[config.mk]
export PLATFORM = sky130hd
export DESIGN_NAME = pipe_tx_scrambler
export DESIGN_NICKNAME = d
export VERILOG_FILES = /design/src/rtl/pipe_tx_scrambler.sv
export SDC_FILE = /design/constraint.sdc
export NUM_CORES = 1
export LEC_CHECK = 0
export CORE_MARGIN = 5
export CORE_UTILIZATION = 53
export CTS_BUF_LIST = sky130_fd_sc_hd__clkbuf_8 sky130_fd_sc_hd__clkbuf_16
export CTS_CLUSTER_DIAMETER = 60
export DETAILED_ROUTE_END_ITERATION = 10
export PLACE_DENSITY = 0.91
export SYNTH_ARGS = -nofsm -noshare
export SYNTH_HDL_FRONTEND = slang
export SYNTH_SLANG_ARGS = --single-unit
[constraint.sdc]
create_clock -name clk -period 8 [get_ports clk]
set_input_delay 2 -clock clk [delete_from_list [all_inputs] [get_ports clk]]
set_output_delay 2 -clock clk [all_outputs]
set_load 0.02 [all_outputs]
[src/rtl/pipe_tx_scrambler.sv]
// pipe_tx_scrambler: PCIe TX lane scrambler (Gen1/2 16-bit LFSR, Gen3+ 23-bit LFSR) with a registered valid/ready output stage.
module pipe_tx_scrambler #(
  parameter logic [15:0] GEN12_SEED = 16'hFFFF,
  parameter int BLOCK_SYMBOLS = 16
) (
  input  logic        clk,
  input  logic        reset,
  input  logic        turnOff,
  input  logic [2:0]  GEN,
  input  logic [5:0]  PIPEWIDTH,
  input  logic [23:0] seedValue,
  input  logic        inValid,
  output logic        inReady,
  input  logic [1:0]  inSyncHeader,
  input  logic [31:0] inData,
  input  logic [3:0]  inDataK,
  output logic        scramblerDataValid,
  input  logic        scramblerReady,
  output logic [1:0]  scramblerSyncHeader,
  output logic [31:0] scramblerData,
  output logic [3:0]  scramblerDataK,
  output logic        blockStart
);
  localparam int CW = $clog2(BLOCK_SYMBOLS + 4);

  logic [CW-1:0] cnt, sum, cnt_d;
  logic [1:0]    hdr_q, hdr_eff;
  logic          skp_q, eieos_q, run;
  logic [15:0]   l12_q, l12_d;
  logic [22:0]   l3_q, l3_d;
  logic [31:0]   data_d;
  logic [7:0]    sym;
  logic [23:0]   r12;
  logic [30:0]   r3;
  logic [2:0]    n;
  logic          gen3, first, data_blk, skp_blk, eieos_blk, accept;
  logic          unused_seed_msb;

  // Eight serial shifts of the Galois LFSR; returns {keystream byte, next state}.
  function automatic logic [23:0] step12(input logic [15:0] s);
    logic [7:0] k;
    for (int b = 0; b < 8; b++) begin
      k[b] = s[15];
      s = {s[14:0], s[15]} ^ {10'b0, {3{s[15]}}, 3'b0};
    end
    return {k, s};
  endfunction

  function automatic logic [30:0] step3(input logic [22:0] s);
    logic [7:0] k;
    for (int b = 0; b < 8; b++) begin
      k[b] = s[22];
      s = {s[21:0], s[22]} ^ ({23{s[22]}} & 23'h210124);
    end
    return {k, s};
  endfunction

  assign unused_seed_msb = seedValue[23];
  assign gen3 = GEN >= 3'd3;
  assign n = PIPEWIDTH == 6'd16 ? 3'd2 : PIPEWIDTH == 6'd32 ? 3'd4 : 3'd1;
  assign first = cnt == '0;
  assign hdr_eff = first ? inSyncHeader : hdr_q;
  assign data_blk = hdr_eff == 2'b01;
  // Ordered-set type is decided by symbol 0, which is always byte0 of the block's first beat.
  assign skp_blk = first ? !data_blk && inData[7:0] == 8'hAA : skp_q;
  assign eieos_blk = first ? !data_blk && inData[7:0] == 8'h00 : eieos_q;
  assign inReady = run && (!scramblerDataValid || scramblerReady);
  assign accept = inValid && inReady;
  assign sum = cnt + CW'(n);
  assign cnt_d = sum >= CW'(BLOCK_SYMBOLS) ? sum - CW'(BLOCK_SYMBOLS) : sum;

  always_comb begin
    l12_d = l12_q;
    l3_d = l3_q;
    data_d = '0;
    sym = '0;
    r12 = '0;
    r3 = '0;
    for (int i = 0; i < 4; i++) begin
      if (i < int'(n)) begin
        sym = inData[8*i +: 8];
        r12 = step12(l12_d);
        r3 = step3(l3_d);
        if (gen3) begin
          data_d[8*i +: 8] = sym ^ (data_blk && !turnOff ? r3[30:23] : 8'h00);
          l3_d = skp_blk ? l3_d : r3[22:0];
          l3_d = eieos_blk && cnt + CW'(i) == CW'(BLOCK_SYMBOLS - 1) ? seedValue[22:0] : l3_d;
        end else begin
          data_d[8*i +: 8] = sym ^ (!inDataK[i] && !turnOff ? r12[23:16] : 8'h00);
          l12_d = inDataK[i] && sym == 8'hBC ? GEN12_SEED :
                  inDataK[i] && sym == 8'h1C ? l12_d : r12[15:0];
        end
      end
    end
  end

  always_ff @(posedge clk) begin
    if (reset) begin
      run <= 1'b0;
      scramblerDataValid <= 1'b0;
      scramblerSyncHeader <= '0;
      scramblerData <= '0;
      scramblerDataK <= '0;
      blockStart <= 1'b0;
      l12_q <= GEN12_SEED;
      l3_q <= seedValue[22:0];
      cnt <= '0;
      hdr_q <= '0;
      skp_q <= 1'b0;
      eieos_q <= 1'b0;
    end else begin
      run <= 1'b1;
      if (accept) begin
        scramblerDataValid <= 1'b1;
        scramblerData <= data_d;
        scramblerDataK <= inDataK;
        scramblerSyncHeader <= gen3 ? hdr_eff : 2'b00;
        blockStart <= gen3 && first;
        l12_q <= l12_d;
        l3_q <= l3_d;
        cnt <= gen3 ? cnt_d : '0;
        hdr_q <= hdr_eff;
        skp_q <= skp_blk;
        eieos_q <= eieos_blk;
      end else if (scramblerReady) begin
        scramblerDataValid <= 1'b0;
      end
    end
  end
endmodule

==> flow_metrics.py, run 1 <==
metrics = {
    "synth": {
        "netlist_area_sq_um": 10090,
        "synthArstFlopShare_pct": 0,
        "netlist_instances": 1316,
        "yosys_warnings": 0,
        "synth.distinct_cells": 86,
        "synth_edf_count": 23,
        "ys_seq_elements": 89,
        "syn_avg_cell_area_sq_um": 7.664,
        "synth.yosys.seq_area_share_pct": 19.95,
        "synth_fp_nets": 1399,
        "ys.flop_type": "dfxtp_1",
    },
    "global_route": {
        "grt_pass1_wl_mm": 62.79,
        "grt_antenna_before_repair": 0,
        "grt.total_usage_pct": 36.45,
        "grt_pass1_vias": 10732,
        "grt_max_degree": 51,
        "grt-ovfl-total": 0,
    },
    "floorplan": {
        "rows": 50,
        "core_sq_um": 18710,
        "start_util_pct": 53.92,
        "io_pins": 117,
        "die_h_um": 148.0,
        "die-area_sq_um": 21890,
        "die_x_um": 148.0,
    },
    "placement": {
        "dp_cells": 1669,
        "dpl_cell_area_sq_um": 11950,
        "hpwl_mm": 31.30,
        "port_buffers": 115,
        "gp_congestion": 1.040,
    },
    "power_and_ir_drop": {
        "total_switching_power_w": 0.002863,
        "p_seq_share_pct": 9.9,
        "pwr-share-comb_pct": 82.8,
        "p_leak_nw": 4.587,
        "p_per_area_nw_per_um2": 495.9,
        "ir_worst_vdd_uv": 787.3,
        "p_sw_share_pct": 47.13,
        "clockPowerShare_pct": 7.3,
        "internal_power_w": 0.003212,
    },
    "route": {
        "dr.pass1.iters": 6,
        "drc": 0,
        "drt_iter0_markers": 1939,
        "dr_total_vias": 11522,
        "wl_mm": 41.52,
        "wire_per_inst_um": 24.62,
        "vias_per_cell": 6.834,
        "postRouteAntennaNets": 0,
    },
    "sta": {
        "setup_viol": 0,
        "whs_ns": 0.4567,
        "period_share_pct": 96.48,
        "slew_viol_final": 0,
        "fmax_mhz": 129.6,
        "finClkSkew_ns": 0.01128,
        "rsz0062_at_grt": "no",
        "hold_viol": 0,
        "finalSetupTns_ns": 0,
        "fin_crit_ns": 7.718,
        "max-slew-margin-rel_pct": 22.11,
        "worstMarginPinSlew_ns": 1.162,
    },
    "clock_network": {
        "hold_buffers": 0,
        "cts_setup_buffers": 0,
        "cts_tree": "yes",
        "clk_pin_slew_worst_paths_ns": 0.07,
        "cts_resized": 0,
        "cts-buffers-inserted": 9,
        "clockBufferDepth": 2,
        "insertion_delay_ns": 0.36,
        "clkSinkCount": 89,
        "clockRootBuffer": "clkbuf_16",
        "htree_levels": 3,
    },
    "worst_setup_path": {
        "crit_fanout": 9,
        "crit_path_max_incr_delay_ns": 0.61,
        "crit_buf_inv": 2,
        "crit_chain": "clkdlybuf4s50_1 -> nor2b_1 -> or4_1 -> o311ai_0 -> mux2_2 -> o22ai_2 -> xor3_1 -> buf_4 -> xor2_1 -> xnor2_1 -> a221oi_4 -> xnor2_2 -> xnor3_1 -> a21oi_1 -> xnor3_2 -> xnor2_4 -> xnor3_1 -> nand3_1 -> a32oi_1",
        "crit_top_cell": "xnor3_1",
        "critPathSlowestCell": "or4_1",
        "critical_path.top_delay_family": "XOR/XNOR gates",
        "required_ns": 8.08,
        "crit_path_start_kind": "primary input",
        "worstSetupEndpointType": "register",
        "path_class": "primary input to register",
        "cp.arrival_ns": 7.80,
    },
    "layout": {
        "final_area_sq_um": 12250,
        "synthToLayoutAreaGrowth_pct": 21.46,
        "finalNetCount": 1529,
        "multiInputGateArea_sq_um": 7702,
        "n_fill_cell": 1632,
        "finalNonFillerCells": 1686,
        "final_util_pct": 65.49,
        "layout-drive-gt1-share_pct": 10.68,
        "regArea_sq_um": 2012,
    },
    "flow_run": {
        "cap_violations": 0,
    },
    "run_status": {
        "status": "finished clean",
    },
    "min_path": {
        "hold_class": "register to register",
    },
}
## placed cells by master, fill, tap and decap left out, types with 11 or more instances in the layout
master           instances
xor2_1                  78
inv_1                   13
clkdlybuf4s50_1        115
nand2_1                174
nand2b_1                12
buf_4                   96
a22o_1                  33
o211ai_1                18
a22oi_1                 33
a31oi_1                 11
a221oi_1                21
o21ai_0                 89
mux2i_1                 25
o22ai_1                 48
a21oi_1                108
dfxtp_1                 66
edfxtp_1                23
xnor2_1                140
nor2_1                 103
o221ai_1                12
xnor3_1                 12
nor3_1                  21
## through the flow
stage	total power (W)	setup WS, ns
after floorplan	0.003898	0.3727
after global placement	0.005433	0.0007532
after detailed placement	0.005477	0.005524
after CTS	0.005947	0.3512
after global routing	0.006348	0.06859
final	0.006074	0.2818
## final timing paths
| kind | startpoint | end | slack, ns | cells past startpoint |
|---|---|---|---|---|
| worst max-delay path | inSyncHeader[0] | l3_q[8] | 0.28 | 19 |
| worst min-delay path | scramblerData[4] | scramblerData[4] | 0.46 | 2 |
| worst max register to register | l3_q[22] | l3_q[8] | 1.51 | 17 |
| worst min register to register | scramblerData[4] | scramblerData[4] | 0.46 | 2 |
## layout make-up
class / count / share of cell area [%]
flip-flops and latches: 89 / 16.42
multi-input cells: 1120 / 62.87
well taps: 234 / 2.390
diodes: 1 / 0.02043
clock inverters: 7 / 0.5822
clock buffers: 9 / 1.838
inverters: 14 / 0.4290
repair buffers: 212 / 15.44
## worst reg2reg max path: stages (launching register included)
cell	delay (ns)
edfxtp_1	0.75
xor3_1	0.80
xnor2_2	0.40
xor2_1	0.32
nand2_1	0.10
o221ai_1	0.30
xor3_2	0.52
xnor3_1	0.41
o21a_1	0.17
xnor3_2	0.49
xor2_2	0.18
xnor2_1	0.17
a221oi_4	0.32
xnor3_2	0.45
xnor2_4	0.16
xnor3_1	0.42
nand3_1	0.14
a32oi_1	0.12
## per-layer routing
layer  vias to the layer above  global-route usage (%)  routed length (um)
met5                         -                       0                   0
met1                      5325                   50.94               16530
met4                         0                   13.03                1676
met2                       941                   54.28               17440
met3                       139                   9.718                5866
li1                       5117                       -                   -
## kinds of logic (layout without fill, tap and decap cells)
logic type	after synthesis	in the layout	share of synthesized area [%]
compound gates	474	474	31.99
mux	30	30	3.039
buf+inv	107	242	4.193
xor+xnor	242	242	24.04
simple gates	367	367	15.84
other cells	0	1	0
flops	89	89	19.95
fa+ha+maj	7	7	0.9428
## state kept, by name, summed over array words and instances (netlist names)
name	count
blockStart	1
l3_q	23
skp_q	1
cnt	5
scramblerDataK	4
scramblerData	32
scramblerDataValid	1
l12_q	16
hdr_q	2
run	1
scramblerSyncHeader	2
eieos_q	1
## cells in the mapped netlist, drive strengths merged, types with 12 or more instances
master / number / area, sq um
edfxtp: 23 / 690.7
clkbuf: 70 / 262.8
a22oi: 33 / 247.7
xor2: 80 / 715.7
a21oi: 111 / 559.3
o211ai: 18 / 135.1
o221ai: 12 / 105.1
a221oi: 24 / 251.5
buf: 23 / 107.6
nand2: 174 / 653.1
nor3: 23 / 115.1
o22ai: 50 / 325.3
mux2i: 25 / 250.2
nand2b: 12 / 75.07
xnor2: 145 / 1319
o21ai: 98 / 505.5
xnor3: 14 / 317.8
a31oi: 13 / 96.34
nor2: 104 / 390.4
dfxtp: 66 / 1321
inv: 13 / 48.80
a22o: 33 / 289.0
## power by group through the flow
stage / Combinational, W / Sequential (W) / Clock, W
floorplan: 0.00334 / 0.000559 / 0
global placement: 0.00483 / 0.000606 / 0
detailed placement: 0.00487 / 0.000608 / 0
CTS: 0.00491 / 0.000597 / 0.000439
global route: 0.00529 / 0.000606 / 0.000454
finish: 0.00503 / 0.000604 / 0.000442
No activity file was read; power rests on OpenSTA's default activity.
==> run 2: changes to the inputs <==
Settings changed: SETUP_SLACK_MARGIN set to 0.4.
==> run 2 against run 1 <==
  * Sequential power hardly changed
  * Final cell count down 0.18%
  * Register-to-register slack better by 0.19 ns
  * Clock power up 14%
  * Worst setup slack improved by 0.22 ns
  * Global-route usage hardly changed
  * Hold slack worse by 0.0018 ns
  * Die area unchanged
  * Clock skew hardly changed
  * Utilization up 0.70 points
  * Critical path depth is 2 higher
  * Critical endpoint unchanged
==> flow_metrics.py, run 2 (synthesis results as in run 1) <==
metrics = {
    "floorplan": {
        "die-area_sq_um": 21890,
        "rows": 50,
        "io_pins": 117,
        "core_sq_um": 18710,
        "die_h_um": 148.0,
        "start_util_pct": 53.92,
        "die_x_um": 148.0,
    },
    "route": {
        "wl_mm": 41.60,
        "dr_total_vias": 11637,
        "dr.pass1.iters": 7,
        "postRouteAntennaNets": 0,
        "drc": 0,
        "drt_iter0_markers": 1758,
        "wire_per_inst_um": 24.72,
        "vias_per_cell": 6.914,
    },
    "sta": {
        "worstMarginPinSlew_ns": 1.165,
        "fmax_mhz": 133.4,
        "finClkSkew_ns": 0.01109,
        "rsz0062_at_grt": "no",
        "hold_viol": 0,
        "finalSetupTns_ns": 0,
        "fin_crit_ns": 7.497,
        "period_share_pct": 93.72,
        "max-slew-margin-rel_pct": 21.92,
        "slew_viol_final": 0,
        "setup_viol": 0,
    },
    "power_and_ir_drop": {
        "p_per_area_nw_per_um2": 498.1,
        "ir_worst_vdd_uv": 665.7,
        "p_leak_nw": 4.622,
    },
    "clock_network": {
        "htree_levels": 3,
        "insertion_delay_ns": 0.36,
        "cts_tree": "yes",
        "clockRootBuffer": "clkbuf_16",
        "clk_pin_slew_worst_paths_ns": 0.07,
        "clkSinkCount": 89,
        "cts-buffers-inserted": 9,
        "hold_buffers": 0,
        "clockBufferDepth": 2,
    },
    "flow_run": {
        "cap_violations": 0,
    },
    "global_route": {
        "grt.total_usage_pct": 36.44,
        "grt_pass1_wl_mm": 62.83,
        "grt_antenna_before_repair": 0,
        "grt-ovfl-total": 0,
        "grt_pass1_vias": 10768,
        "grt_max_degree": 51,
    },
    "layout": {
        "finalNetCount": 1527,
        "layout-drive-gt1-share_pct": 11.32,
        "mostFrequentLayoutCell": "nand2_1",
        "top_regs": "scramblerData x32, l3_q x23, l12_q x16",
        "final_cell_mix": "nand2_1 (174), xnor2_1 (140), clkdlybuf4s50_1 (115)",
        "synthToLayoutAreaGrowth_pct": 22.76,
        "final_area_sq_um": 12380,
        "antennaDiodeCount": 0,
        "largest_register": "scramblerData",
        "largest_reg_flops": 32,
        "finalNonFillerCells": 1683,
        "n_fill_cell": 1567,
    },
    "min_path": {
        "hold_class": "register to register",
    },
    "worst_setup_path": {
        "cp.arrival_ns": 7.58,
        "required_ns": 8.08,
        "crit_fanout": 17,
        "crit_path_start_kind": "primary input",
        "path_class": "primary input to register",
        "worstSetupEndpointType": "register",
    },
    "placement": {
        "dp_cells": 1660,
        "gp_congestion": 1.028,
        "hpwl_mm": 30.92,
        "dpl_cell_area_sq_um": 11870,
        "port_buffers": 115,
    },
    "run_status": {
        "status": "finished clean",
    },
}
==> run 2: final timing paths <==
path,start,to,slack [ns],cells past startpoint
setup / recovery,inSyncHeader[0],l3_q[8],0.50,21
hold / removal,scramblerData[7],scramblerData[7],0.45,2
hold reg to reg,scramblerData[7],scramblerData[7],0.45,2
setup reg to reg,l3_q[22],l3_q[8],1.70,20
==> run 2: worst max-delay path, cell delays in order <==
cell,delay (ns)
clkdlybuf4s50_1,0.46
nor2b_1,0.20
or4_4,0.47
o31a_2,0.32
buf_4,0.21
nand2_1,0.10
buf_4,0.18
o22ai_1,0.11
a22oi_1,0.17
buf_4,0.19
xnor3_1,0.36
a221oi_4,0.28
xnor3_2,0.52
xor2_2,0.18
xnor2_1,0.16
a221oi_4,0.28
xnor3_2,0.53
xnor2_4,0.18
xnor3_1,0.42
nand3_1,0.13
a32oi_1,0.10
==> run 2: per-stage QoR <==
step / power, W / utilization [%] / setup WS, ns / hold slack (ns)
after CTS: 0.005868 / 65.28 / 0.4297 / 0.4561
after global placement: 0.005328 / 63.44 / 0.1859 / 0.4412
final: 0.006168 / 66.19 / 0.5028 / 0.4550
after detailed placement: 0.005338 / 63.44 / 0.06791 / 0.4466
after global routing: 0.006432 / 66.19 / 0.3609 / 0.4855
after floorplan: 0.003893 / - / 0.4100 / 0.4448
==> run 2: cell type report <==
type                       count  area [sq um]  area share, %
timing repair buffer         210          1876          15.15
tap                          234         292.8          2.365
sequential                    89          2012          16.25
inverter                      14         52.55         0.4244
clock buffer                  10         250.2          2.021
clock inverter                 6         93.84         0.7579
multi-input combinational   1120          7805          63.04
==> run 2: layer usage <==
metal	global-route usage, %	vias to the layer above	part of all wire [%]	routed length [um]
met4	12.75	0	3.8	1596
met3	9.258	153	14	5714
met1	50.99	5447	40	16650
met2	54.67	937	42	17640
met5	0	-	0	0
li1	-	5100	-	-
==> run 2: power breakdown <==
group / total, W / leakage [nW] / switching, W / internal [W]
Combinational: 0.00506 / 3.69 / 0.00262 / 0.00244
Clock: 0.000502 / 0.171 / 0.000205 / 0.000297
Sequential: 0.000601 / 0.766 / 0.0000841 / 0.000517
Total: 0.00617 / 4.62 / 0.00291 / 0.00326
==> run 2: what timing repair did <==
action	in CTS	in global routing
resized for setup	0	21
hold endpoints to repair	0	0
endpoints found under the setup margin	0	22
buffers inserted	0	7
